==> src/rtl/tty_char_writer.sv <==
// Terminal front-end: turns a byte stream into VRAM character writes at the cursor,
// handling CR/LF/BS/FF and clearing lines or the whole screen with BLANK.
module tty_char_writer #(
    parameter int         COLS  = 80,
    parameter int         ROWS  = 25,
    parameter logic [7:0] BLANK = 8'h20
) (
    input  logic        i_clk,
    input  logic        i_rst_n,
    input  logic [7:0]  i_data,
    input  logic        i_valid,
    output logic        o_ready,
    output logic [7:0]  o_vram_data,
    output logic [10:0] o_vram_adr,
    output logic        o_vram_we,
    output logic [10:0] o_cursor_adr,
    output logic        o_cursor_on
);

    typedef enum logic [1:0] {CLR_SCR, IDLE, WRITE, CLR_LINE} state_t;

    localparam logic [11:0] SCR_N    = 12'(COLS * ROWS);
    localparam logic [11:0] LINE_N   = 12'(COLS);
    localparam logic [10:0] COLS_A   = 11'(COLS);
    localparam logic [10:0] LAST_COL = 11'(COLS - 1);
    localparam logic [10:0] LAST_ROW = 11'(ROWS - 1);

    state_t      state_q, state_d;
    logic [10:0] col_q, col_d;
    logic [10:0] row_q, row_d;
    logic [10:0] base_q, base_d;
    logic [10:0] cur_q, cur_d;
    logic [11:0] cnt_q, cnt_d;
    logic        we_q, we_d;
    logic [10:0] adr_q, adr_d;
    logic [7:0]  dat_q, dat_d;
    logic        nl, ff;

    always_ff @(posedge i_clk or negedge i_rst_n) begin
        if (!i_rst_n) begin
            state_q <= CLR_SCR;
            col_q   <= '0;
            row_q   <= '0;
            base_q  <= '0;
            cur_q   <= '0;
            cnt_q   <= '0;
            we_q    <= 1'b0;
            adr_q   <= '0;
            dat_q   <= '0;
        end else begin
            state_q <= state_d;
            col_q   <= col_d;
            row_q   <= row_d;
            base_q  <= base_d;
            cur_q   <= cur_d;
            cnt_q   <= cnt_d;
            we_q    <= we_d;
            adr_q   <= adr_d;
            dat_q   <= dat_d;
        end
    end

    always_comb begin
        state_d = state_q;
        col_d   = col_q;
        row_d   = row_q;
        base_d  = base_q;
        cnt_d   = cnt_q;
        we_d    = 1'b0;
        adr_d   = adr_q;
        dat_d   = dat_q;
        nl      = 1'b0;
        ff      = 1'b0;

        case (state_q)
            IDLE: begin
                if (i_valid) begin
                    if (i_data >= 8'h20) begin
                        state_d = WRITE;
                        we_d    = 1'b1;
                        adr_d   = cur_q;
                        dat_d   = i_data;
                    end else begin
                        case (i_data)
                            8'h0D:   col_d = '0;
                            8'h0A:   nl = 1'b1;
                            8'h08:   if (col_q != '0) col_d = col_q - 11'd1;
                            8'h0C:   ff = 1'b1;
                            default: ;
                        endcase
                    end
                end
            end
            WRITE: begin
                if (col_q == LAST_COL) begin
                    nl = 1'b1;
                end else begin
                    col_d   = col_q + 11'd1;
                    state_d = IDLE;
                end
            end
            default: begin
                // Entry into a clear already issued write 0, so cnt_q counts issued writes.
                if (cnt_q == ((state_q == CLR_SCR) ? SCR_N : LINE_N)) begin
                    state_d = IDLE;
                end else begin
                    we_d  = 1'b1;
                    dat_d = BLANK;
                    adr_d = ((state_q == CLR_LINE) ? base_q : 11'd0) + cnt_q[10:0];
                    cnt_d = cnt_q + 12'd1;
                end
            end
        endcase

        if (nl) begin
            col_d = '0;
            if (row_q == LAST_ROW) begin
                row_d  = '0;
                base_d = '0;
            end else begin
                row_d  = row_q + 11'd1;
                base_d = base_q + COLS_A;
            end
            state_d = CLR_LINE;
            we_d    = 1'b1;
            dat_d   = BLANK;
            adr_d   = base_d;
            cnt_d   = 12'd1;
        end

        if (ff) begin
            col_d   = '0;
            row_d   = '0;
            base_d  = '0;
            state_d = CLR_SCR;
            we_d    = 1'b1;
            dat_d   = BLANK;
            adr_d   = '0;
            cnt_d   = 12'd1;
        end

        cur_d = base_d + col_d;
    end

    always_comb begin
        o_ready     = (state_q == IDLE);
        o_cursor_on = (state_q == IDLE) || (state_q == WRITE);
    end

    assign o_vram_we    = we_q;
    assign o_vram_adr   = adr_q;
    assign o_vram_data  = dat_q;
    assign o_cursor_adr = cur_q;

endmodule

==> config.mk <==
export PLATFORM = sky130hd
export DESIGN_NAME = tty_char_writer
export DESIGN_NICKNAME = d
export VERILOG_FILES = /design/src/rtl/tty_char_writer.sv
export SDC_FILE = /design/constraint.sdc
export NUM_CORES = 1
export LEC_CHECK = 0
export BUFFER_PORTS_ARGS = -buffer_cell sky130_fd_sc_hd__clkbuf_2
export CORE_ASPECT_RATIO = 1.2
export CORE_MARGIN = 1
export CORE_UTILIZATION = 62
export CTS_BUF_LIST = sky130_fd_sc_hd__clkbuf_16
export CTS_CLUSTER_SIZE = 16
export DETAILED_ROUTE_END_ITERATION = 10
export PLACE_DENSITY = 0.88
export SYNTH_ARGS = -nofsm -noshare
export SYNTH_HDL_FRONTEND = slang
export SYNTH_SLANG_ARGS = --single-unit
==> constraint.sdc <==
create_clock -name i_clk -period 10.9 [get_ports i_clk]
set_input_delay 1.09 -clock i_clk [delete_from_list [all_inputs] [get_ports i_clk]]
set_output_delay 1.09 -clock i_clk [all_outputs]
set_load 0.05 [all_outputs]
* Yosys cells after proc, flatten, opt, wreduce, memory -nomap -nowiden *
Cells that the tools add are included.

operators by class
  div/mod/pow operators = 0
  multipliers = 0
  add/sub/neg operators = 7
  muxes and demuxes = 54
  magnitude comparators = 1
  reductions and logical operators = 9
  bitwise operators = 0
  equal/unequal tests = 17
  shift operators = 0

operators with widths
  cell                   number
  $mux 11                19
  $pmux 11 s2            3
  $mux 12                4
  $mux 8                 5
  $eq 8x4->1 const B     4
  $add 11x1->11 const B  2
  $add 11x11->11         2
  $pmux 8 s2             1
  $mux 1                 13
  $add 12x1->12 const B  1
  $eq 12x11->1           1
  $mux 2                 6
  $add 11x7->11 const B  1
  $eq 11x5->1 const B    1
  $eq 11x7->1 const B    1
  $reduce_bool 11->1     1
  $sub 11x1->11 const B  1
  $ge 8x6->1 const B     1
  $ne 4x4->1 const B     2
  $reduce_and 4->1       2
  $ne 3x3->1 const B     2
  $reduce_bool 5->1      1
  $eq 2x2->1 const B     2
  $ne 4x1->1 const B     1
  other kinds (10)       11

word-level totals
  register bits = 78
  memory bits (writable) = 0
  bits of input ports = 11
  logic and storage cells = 97
  ROM bits = 0
  latch bits = 0
  memories kept = 0

* Longest topological paths before layout *
Gate-level depths: netlist of the first run.

  depth after elaboration = 9
  depth in mapped cells = 21
  mapped depth without buffers = 18

* Worst setup path before layout of the first run *
No wires, ideal clock.

  path kind = input port to flip-flop
  from = input i_data[5]
  to = register cur_q[10], in the netlist o_cursor_adr[10]
  buffers on the path = 2
  slack = 6.371 ns
  library setup time = 0.128 ns
  stages = 19
  data arrival time = 4.400 ns
  path through = or3_1 > buf_6 > or3_1 > nor2b_1 > buf_4 > nand2_1 > a211oi_1 > o21ai_0 > a21oi_1 > ha_1 > inv_1 > fa_1 > nor2b_1 > o21ai_0 > a21boi_0 > o21ai_0 > a21oi_1 > a31oi_1 > xor2_1

between the ends
  cells in the longest elaborated chain, start to end = 8

RTL lines
  element                                             RTL line  source
  from (decl)                                         10        input logic [7:0] i_data,
  branches (longest 6 deep; another with $ge 8x6->1)  --
  $mux 11 (*)                                         131       if (ff) begin
  named net col_d[0]                                  29        logic [10:0] col_q, col_d;
  $add 11x11->11 (*)                                  142       cur_d = base_d + col_d;
  named net cur_d[10]                                 32        logic [10:0] cur_q, cur_d;
  to (signal assigned)                                55        cur_q <= cur_d;
  to (decl)                                           32

Mark *: on every way through the listed nets, which the timed path passes.
A chain may end at the register's enable or synchronous reset.

* Final worst setup path of the first run *
Same ends and word-level chain as after synthesis.

==> impl_metrics.toml, run 1 <==
[synth]
syn_inst = 622
synth_flop_cell = "dfrtp_1"
yosys.cell_types.count = 67
synth_top_area_cell = "dfrtp_1"
yosys_warnings = 0
synth_area_leaders = "dfrtp_1 36%, ha_1 7.4%, nand2_1 5.0%"
synth_edf_count = 0
synth_compound_area_share_pct = 20.56
synth_common_cells = "78 x dfrtp_1, 71 x nand2_1, 49 x o21ai_0"
synth_top_family_by_area = "simple AND/OR/NAND/NOR gates"
synth_seq_area_share_pct = 36.29
yosys_register_bits = 78
synth-simple-area-share_pct = 23.24
synthAdderAreaFrac_pct = 8.188
synth_top_area_share_pct = 36.29
synth_nets = 667
synth_most_common_cell = "dfrtp_1"
synthArstFlopShare_pct = 100.0
muxShareOfSynthArea_pct = 1.303
synth.avg_cell_area_um2 = 8.648
syn_area_um2 = 5379
synth_xor_area_share_pct = 5.699

[sta]
fin_ws_ps = 5691
finalHoldViolations = 0
skew_ps = 7.284
slew_viol_final = 0
setup_viol = 0
tightest_slew_ps = 1112
period_minus_slack_ps = 5209
max_freq_mhz = 192.0
fin_tns_setup_ps = 0
slew_headroom_pct = 25.60
rsz0062_at_grt = "no"
final.period_utilization_pct = 47.79

[power]
irDropWorstVdd_uv = 75.52
cellLeakagePower_nw = 2.661
total_power_mw = 0.5897
power.share.sequential_pct = 49.1
sw_frac_of_total_pct = 23.86
p_sw_mw = 0.1407
power_density_nw_per_um2 = 100.0
intPower_mw = 0.4489
clkPwrFrac_pct = 48.9
pwr-share-comb_pct = 2.0

[clocking]
path_clk_slew_ps = 60
clk_latency_ps = 350
tritoncts = "done"
cts_resized = 0
cts_root_buffer = "clkbuf_16"
ctsLongestPathBuffers = 2
clkSinkCount = 78
post-cts-setup-buffer-count = 0
htree_levels = 3
cts_buffers = 9
cts_hold_buf = 0

[cells_and_area]
num_antenna_cells = 0
register_area_um2 = 1952
synthToLayoutAreaGrowth_pct = 9.584
fill_cells = 643
num-nets-final = 693
multi_input_area_um2 = 3173
drive_above_1_share_pct = 11.79
fin_cells = 767

[grt]
grt_use_total_pct = 35.92
grt.overflow.total = 0
grt_first_pass_wirelength_um = 24960
grt_pass1_vias = 4964
antenna_found_initial = 0
grt_max_degree = 79

[routing]
first_iter_violations = 538
routedWlPerCell_um = 20.02
drt_first_pass_iters = 6
vias = 5152
routed_wl_um = 15350
via_per_inst = 6.717
drc = 0
antenna_left = 0

[floorplan]
die_h_um = 104.0
die-area_um2 = 9053
initial_utilization_pct = 64.90
die_w_um = 87.03
io_pins = 44
core_area_um2 = 8288
num_rows = 36

[worst_setup_path]
reg2reg_slack_ps = 6240
required_ps = 11120
crit_arrival_ps = 5430
cp_num_buf_inv = 2
r2r.worst_path.cells = 13
timing.rr.end = "o_cursor_adr[10]$_DFF_PN0_"
max_stage_delay_ps = 580
cpMaxStageDelayCell = "nor2b_1"
cpMostUsedCell = "o21ai_0"
reg2reg_from = "state_q[0]$_DFFE_PN0P_"
worstPathMaxFanout = 10
cp_cell_sequence = "clkbuf_2 -> or3_1 -> or3_1 -> nor2b_1 -> nand2_1 -> a211oi_1 -> o21ai_0 -> a21oi_1 -> ha_1 -> inv_1 -> fa_1 -> nor2b_1 -> o21ai_0 -> a21boi_0 -> o21ai_0 -> a21oi_1 -> a31oi_1 -> xor2_1"
critical_path_class = "input port to flip-flop"
crit_path_end_kind = "flip-flop"
critPathLaunchType = "input port"
cp_top_family = "simple AND/OR/NAND/NOR gates"

[flow_run]
max_cap_viol_count = 0

[worst_hold_path]
whs_endpoint = "o_vram_adr[0]$_DFFE_PN0P_"
holdPathStages = 1
hp-class = "flip-flop to flip-flop"
hold_path_startpoint = "o_vram_adr[0]$_DFFE_PN0P_"

[run_status]
outcome = "complete, no violations"

[place]
port_buffers = 43
place.gp.congestion = 0.9286
dp.cells = 751
hpwl_um = 10540
dpl_worst_slack_ps = 5458
power groups by stage:
stage	clock (mW)	combinational, mW	sequential [mW]
floorplan	0	0.00329	0.295
global placement	0	0.0113	0.295
detailed placement	0	0.0119	0.295
CTS	0.289	0.0120	0.289
global route	0.299	0.0134	0.289
finish	0.288	0.0118	0.289
cell usage in the layout (no fill, tap or decap), types with 11 or more instances in the layout:
cell       n
o21ai_0   49
xor2_1    19
inv_1     25
nand2b_1  14
and2_1    11
ha_1      32
xnor2_1   16
dfrtp_1   78
nand3_1   23
nor3_1    15
clkbuf_2  42
a21oi_1   36
nand4_1   12
nand2_1   71
o31ai_1   11
nor2_1    41
metrics by stage:
stage                     hold slack [ps]  utilization, %  area (um^2)
after floorplan                     468.2               -         5379
after CTS                           479.7           71.12         5894
final                               479.6           71.12         5894
after detailed placement            465.9           67.72         5613
after global placement              462.7           67.72         5613
after global routing                488.9           71.12         5894
per-layer routing:
metal	up-vias	global-route usage, %	wire length, um	part of all wire, %
met4	0	19.64	698	4.5
met5	-	0	0	0
met3	64	6.429	1169	7.6
met1	2508	44.72	5927	39
li1	2297	-	-	-
met2	283	58.27	7556	49
worst max-delay path by stage:
stage / start / end / slack (ps) / depth (start not counted)
after floorplan: i_data[5] / o_cursor_adr[10]$_DFF_PN0_ / 6370 / 19
after global placement: i_data[5] / o_cursor_adr[10]$_DFF_PN0_ / 5610 / 18
after detailed placement: i_data[5] / o_cursor_adr[10]$_DFF_PN0_ / 5460 / 18
after CTS: i_data[5] / o_cursor_adr[10]$_DFF_PN0_ / 5800 / 18
after global routing: i_data[5] / o_cursor_adr[10]$_DFF_PN0_ / 5260 / 18
final: i_data[5] / o_cursor_adr[10]$_DFF_PN0_ / 5690 / 18
sequential cells by signal, indices dropped and copies added (netlist names):
name          flops
o_vram_we         1
row_q            11
col_q            11
o_vram_data       8
o_cursor_adr     11
base_q           11
state_q           2
o_vram_adr       11
cnt_q            12
final cells by class:
cell class                      count  area share (%)
Inverter                           26           1.656
Tap cell                          114           2.420
Clock inverter                      7          0.9552
Timing Repair Buffer               47           4.203
Multi-Input combinational cell    486           53.83
Clock buffer                        9           3.821
Sequential cell                    78           33.11
cells by family (layout without fill, tap and decap cells):
kind of cell / Yosys count / in the layout
flops: 78 / 78
xor+xnor: 35 / 35
mux: 7 / 7
simple gates: 241 / 241
fa+ha+maj: 34 / 34
compound gates: 169 / 169
buf+inv: 58 / 89
Power figures use the tool's default switching activity.
==> inputs of run 2 (changes only) <==
--- a/config.mk
+++ b/config.mk
@@ -8,11 +8,11 @@
 export BUFFER_PORTS_ARGS = -buffer_cell sky130_fd_sc_hd__clkbuf_2
 export CORE_ASPECT_RATIO = 1.2
 export CORE_MARGIN = 1
-export CORE_UTILIZATION = 62
+export CORE_UTILIZATION = 61
 export CTS_BUF_LIST = sky130_fd_sc_hd__clkbuf_16
 export CTS_CLUSTER_SIZE = 16
 export DETAILED_ROUTE_END_ITERATION = 10
-export PLACE_DENSITY = 0.88
+export PLACE_DENSITY = 0.87
 export SYNTH_ARGS = -nofsm -noshare
 export SYNTH_HDL_FRONTEND = slang
 export SYNTH_SLANG_ARGS = --single-unit
==> constraint.sdc (replaced) <==
create_clock -name i_clk -period 5.33 [get_ports i_clk]
set_input_delay 0.533 -clock i_clk [delete_from_list [all_inputs] [get_ports i_clk]]
set_output_delay 0.533 -clock i_clk [all_outputs]
set_load 0.05 [all_outputs]
==> run 2 against run 1 <==
  * Cell count up 0.91%
  * Via count down 4.5%
  * Core utilization down 2.0 points
  * Worst hold slack worse by 140 ps
  * Critical path depth down 2
  * First-iteration DRC count down 19%
  * Wire length down 6.2%
  * Largest power group unchanged
  * Clock skew up 1.7 ps
  * Final area up 0.40%
  * Critical path type is now flip-flop to flip-flop
==> impl_metrics.toml, run 2 (synthesized netlist as in run 1, its figures left out) <==
[run_status]
outcome = "complete, no violations"

[floorplan]
die-area_um2 = 9199
num_rows = 37
die_w_um = 87.72
initial_utilization_pct = 62.80
core_area_um2 = 8564
die_h_um = 104.9
io_pins = 44

[routing]
drc = 0
vias = 4918
drt_first_pass_iters = 6
antenna_left = 0
first_iter_violations = 436
routedWlPerCell_um = 18.60
via_per_inst = 6.354
routed_wl_um = 14400

[cells_and_area]
layout_common_cells = "78 x dfrtp_1, 71 x nand2_1, 49 x o21ai_0"
num_antenna_cells = 0
num-nets-final = 698
synthToLayoutAreaGrowth_pct = 10.03
largest_reg_flops = 12
drive_above_1_share_pct = 12.33
stdcell_area_um2 = 5918
layout_commonest_cell = "dfrtp_1"
finish.utilization_pct = 69.10
largest-register = "cnt_q"

[sta]
slew_viol_final = 0
rsz0062_at_grt = "no"
period_minus_slack_ps = 4475
tightest_slew_ps = 1040
slew_headroom_pct = 30.52
max_freq_mhz = 223.5
finalHoldViolations = 0
fin_tns_setup_ps = 0
setup_viol = 0
final.period_utilization_pct = 83.96
skew_ps = 8.967

[grt]
antenna_found_initial = 0
grt_use_total_pct = 33.99
grt_first_pass_wirelength_um = 24090
grt.overflow.total = 0
grt_max_degree = 79
grt_pass1_vias = 4839

[clocking]
ctsLongestPathBuffers = 2
cts_root_buffer = "clkbuf_16"
clkSinkCount = 78
tritoncts = "done"
clk_latency_ps = 350
post-cts-setup-buffer-count = 0
cts_resized = 0
htree_levels = 3
path_clk_slew_ps = 60
cts_hold_buf = 0
cts_buffers = 9

[worst_setup_path]
cp_cell_sequence = "inv_1 -> ha_1 -> clkinv_1 -> a211oi_1 -> o21ai_0 -> a21oi_1 -> ha_1 -> inv_1 -> fa_1 -> nor2b_1 -> o21ai_0 -> a21boi_0 -> o21ai_0 -> a21oi_1 -> a31oi_1 -> xor2_1"
critical_path_class = "flip-flop to flip-flop"
cpMaxStageDelayCell = "ha_1"
max_stage_delay_ps = 860
required_ps = 5550
r2r.worst_path.cells = 16
worstPathMaxFanout = 22
crit_arrival_ps = 4690
crit_path_end_kind = "flip-flop"
cpMostUsedCell = "o21ai_0"
critPathLaunchType = "flip-flop"

[power]
irDropWorstVdd_uv = 177.3
total_power_mw = 1.179
cellLeakagePower_nw = 2.684
power_density_nw_per_um2 = 199.1

[place]
place.gp.congestion = 0.8605
port_buffers = 43
hpwl_um = 10390
place_area_um2 = 5654

[flow_run]
max_cap_viol_count = 0

[worst_hold_path]
hp-class = "input port to asynchronous set/reset pin"
==> run 2: critical path, delay by kind of cell (launching register included) <==
family,cells,cell delay (ps)
xor gates and xnor gates,1,160
buffers and inverters,3,650
AOI/OAI and AO/OA,8,1560
DFF,1,380
adders and majority gates,3,1460
and+or+nand+nor,1,130
==> run 2: final timing paths <==
| check | startpoint | endpoint | slack [ps] |
|---|---|---|---|
| max in group asynchronous | i_rst_n | cnt_q[5]$_DFFE_PN0P_ | 4330 |
| max reg2reg | state_q[1]$_DFFE_PN0P_ | o_cursor_adr[10]$_DFF_PN0_ | 850 |
| min in group i_clk | i_data[7] | o_vram_data[7]$_DFFE_PN0P_ | 440 |
| max | state_q[1]$_DFFE_PN0P_ | o_cursor_adr[10]$_DFF_PN0_ | 850 |
| min reg2reg | o_vram_adr[0]$_DFFE_PN0P_ | o_vram_adr[0]$_DFFE_PN0P_ | 480 |
| min | i_rst_n | o_vram_data[3]$_DFFE_PN0P_ | 340 |
==> run 2: metrics by stage <==
| stage | setup WS [ps] | hold WS, ps | std cells |
|---|---|---|---|
| finish | 854.8 | 341.3 | 774 |
| floorplan | 927.0 | 237.4 | 622 |
| CTS | 892.8 | 394.1 | 774 |
| global route | 474.3 | 439.3 | 774 |
| global placement | 910.7 | 460.8 | 759 |
| detailed placement | 727.8 | 467.9 | 759 |
==> run 2: where the power goes <==
| group | switching (mW) | total (mW) | internal (mW) |
|---|---|---|---|
| clock network | 0.251 | 0.563 | 0.312 |
| logic | 0.0183 | 0.0235 | 0.00522 |
| registers | 0 | 0.592 | 0.592 |
| total | 0.270 | 1.18 | 0.909 |
==> run 2: layout make-up <==
| cell class | count | area, um^2 |
|---|---|---|
| clock buffers | 9 | 225.2 |
| clock inverters | 6 | 38.79 |
| fillers | 664 | 2646 |
| inverters | 26 | 97.59 |
| multi-input cells | 486 | 3173 |
| flip-flops and latches | 78 | 1952 |
| well taps | 117 | 146.4 |
| repair buffers | 52 | 285.3 |
==> run 2: layer usage <==
layer	share of wire (%)	vias to the layer above	track usage, %
met2	49	211	55.43
met1	42	2334	43.34
met4	3.4	0	13.35
met5	0	-	0
li1	-	2320	-
met3	5.9	53	7.346
==> inputs of run 3 (changes only) <==
--- a/config.mk
+++ b/config.mk
@@ -8,11 +8,11 @@
 export BUFFER_PORTS_ARGS = -buffer_cell sky130_fd_sc_hd__clkbuf_2
 export CORE_ASPECT_RATIO = 1.2
 export CORE_MARGIN = 1
-export CORE_UTILIZATION = 61
+export CORE_UTILIZATION = 55
 export CTS_BUF_LIST = sky130_fd_sc_hd__clkbuf_16
 export CTS_CLUSTER_SIZE = 16
 export DETAILED_ROUTE_END_ITERATION = 10
-export PLACE_DENSITY = 0.87
+export PLACE_DENSITY = 0.83
 export SYNTH_ARGS = -nofsm -noshare
 export SYNTH_HDL_FRONTEND = slang
 export SYNTH_SLANG_ARGS = --single-unit
==> constraint.sdc (replaced) <==
create_clock -name i_clk -period 4 [get_ports i_clk]
set_input_delay 0.4 -clock i_clk [delete_from_list [all_inputs] [get_ports i_clk]]
set_output_delay 0.4 -clock i_clk [all_outputs]
set_load 0.05 [all_outputs]
==> run 3 against run 2 <==
  * Final area rose by 5.6%
  * Clock power rose by 55%
  * Sequential share of layout area fell by 1.7 points
  * Largest cell class unchanged
  * Critical endpoint unchanged
  * First-iteration DRC count rose by 30%
  * Setup slack got worse by 570 ps
  * Die area rose by 11%
  * Count of clock-buffer cells in the layout did not move
  * Critical path depth did not move
  * Combinational power rose by 49%
  * Sequential power rose by 33%
  * Via count rose by 3.9%
  * Global-route usage fell by 2.3 points
==> impl_metrics.toml, run 3 (synthesized netlist as in run 1, its figures left out) <==
[run_status]
outcome = "complete, no violations"

[cells_and_area]
num-nets-final = 729
largest_reg_flops = 12
layout_commonest_cell = "dfrtp_1"
layout_common_cells = "78 x dfrtp_1, 71 x nand2_1, 47 x o21ai_0"
drive_above_1_share_pct = 17.01
synthToLayoutAreaGrowth_pct = 16.14
num_antenna_cells = 0
largest-register = "cnt_q"

[routing]
routedWlPerCell_um = 18.80
via_per_inst = 6.302
drc = 0
antenna_left = 0
first_iter_violations = 565
vias = 5111
drt_first_pass_iters = 5
routed_wl_um = 15250

[worst_setup_path]
critical_path_class = "flip-flop to flip-flop"
critPathLaunchType = "flip-flop"
cp_cell_sequence = "inv_1 -> ha_4 -> nand4b_1 -> buf_4 -> nor4_2 -> buf_4 -> nor2_1 -> a32o_1 -> ha_1 -> nor2b_1 -> o21ai_0 -> a21boi_1 -> o21ai_1 -> a21oi_1 -> a31oi_1 -> xor2_1"
cp_num_buf_inv = 3
cpMostUsedCell = "buf_4"
max_stage_delay_ps = 420
worstPathMaxFanout = 8
crit_arrival_ps = 3980
cpMaxStageDelayCell = "nor4_2"
required_ps = 4270
crit_path_end_kind = "flip-flop"
cp_top_family = "compound AO/OA/AOI/OAI gates"

[power]
sw_frac_of_total_pct = 21.03
p_sw_mw = 0.3569
power_density_nw_per_um2 = 271.6
total_power_mw = 1.697
power.share.sequential_pct = 46.5
cellLeakagePower_nw = 2.850
intPower_mw = 1.340
irDropWorstVdd_uv = 189.5
pwr-share-comb_pct = 2.1
clkPwrFrac_pct = 51.4

[sta]
final.period_utilization_pct = 92.80
tightest_slew_ps = 998.2
rsz0062_at_grt = "no"
fin_tns_setup_ps = 0
period_minus_slack_ps = 3712
fin_ws_ps = 288.1
max_freq_mhz = 269.4
skew_ps = 8.728
setup_viol = 0
finalHoldViolations = 0
slew_headroom_pct = 33.45
slew_viol_final = 0

[place]
dpl_worst_slack_ps = -51.76
place.gp.congestion = 0.9255
hpwl_um = 11260
port_buffers = 43

[grt]
grt_max_degree = 79
antenna_found_initial = 0
grt.overflow.total = 0
grt_use_total_pct = 31.72
grt_first_pass_wirelength_um = 24950
grt_pass1_vias = 5061

[clocking]
cts_root_buffer = "clkbuf_16"
tritoncts = "done"
path_clk_slew_ps = 60
ctsLongestPathBuffers = 2
clk_latency_ps = 340
htree_levels = 3
clkSinkCount = 78
cts_buffers = 9

[floorplan]
io_pins = 44
core_area_um2 = 9515
die_h_um = 110.3
num_rows = 39
initial_utilization_pct = 56.53
die_w_um = 92.28
die-area_um2 = 10180

[flow_run]
max_cap_viol_count = 0

[worst_hold_path]
hp-class = "input port to asynchronous set/reset pin"
run 3: cell types whose count changed in the layout (fill, tap and decap cells not counted), sizes merged:
cell and change:
buf +31, bufinv +2, clkinv -2, clkinvlp +1, inv -1
run 3: through the flow:
| step | hold WS [ps] | instance area (um^2) | utilization [%] | cells |
|---|---|---|---|---|
| after floorplan | 104.4 | 5398 | - | 622 |
| after global routing | 306.1 | 6247 | 65.65 | 811 |
| after CTS | 262.5 | 6223 | 65.40 | 811 |
| final | 220.9 | 6247 | 65.65 | 811 |
| after detailed placement | 466.9 | 5911 | 62.12 | 796 |
| after global placement | 463.7 | 5911 | 62.12 | 796 |
run 3: power groups by stage:
stage	Combinational (mW)	Sequential [mW]	Clock [mW]
finish	0.0351	0.789	0.873
global route	0.0398	0.789	0.912
CTS	0.0358	0.789	0.876
detailed placement	0.0357	0.803	0
global placement	0.0344	0.803	0
floorplan	0.00898	0.804	0
run 3: what timing repair did:
item	in CTS	in global routing
hold buffers	0	0
endpoints found under the setup margin	0	5
resized for setup	0	7
setup buffers	0	0
run 3: worst paths after layout:
check	startpoint	end	slack (ps)	cells past startpoint
setup / recovery	state_q[1]$_DFFE_PN0P_	o_cursor_adr[10]$_DFF_PN0_	290	16
hold reg to reg	o_vram_adr[1]$_DFFE_PN0P_	o_vram_adr[1]$_DFFE_PN0P_	480	1
min in group i_clk	i_data[7]	o_vram_data[7]$_DFFE_PN0P_	320	2
setup reg to reg	state_q[1]$_DFFE_PN0P_	o_cursor_adr[10]$_DFF_PN0_	290	16
max in group asynchronous	i_rst_n	o_vram_adr[1]$_DFFE_PN0P_	3130	1
hold / removal	i_rst_n	cnt_q[9]$_DFFE_PN0P_	220	1
run 3: layout make-up:
class,count,area (um^2)
Fill cell,794,3268
Multi-Input combinational cell,486,3213
Clock buffer,9,225.2
Inverter,26,97.59
Timing Repair Buffer,83,518.0
Sequential cell,78,1952
Clock inverter,6,87.58
Tap cell,123,153.9
run 3: worst reg2reg max path: cells and delay by family (launching register included):
family | cells | cell delay (ps)
xor+xnor | 1 | 150
simple gates | 4 | 850
flops | 1 | 400
fa+ha+maj | 2 | 540
compound gates | 6 | 1100
buf+inv | 3 | 600
run 3: per-layer routing:
layer | global-route usage (%) | share of wire [%]
met2 | 54.58 | 50
met1 | 38.15 | 41
met4 | 14.73 | 3.3
met5 | 0 | 0
met3 | 6.859 | 5.5
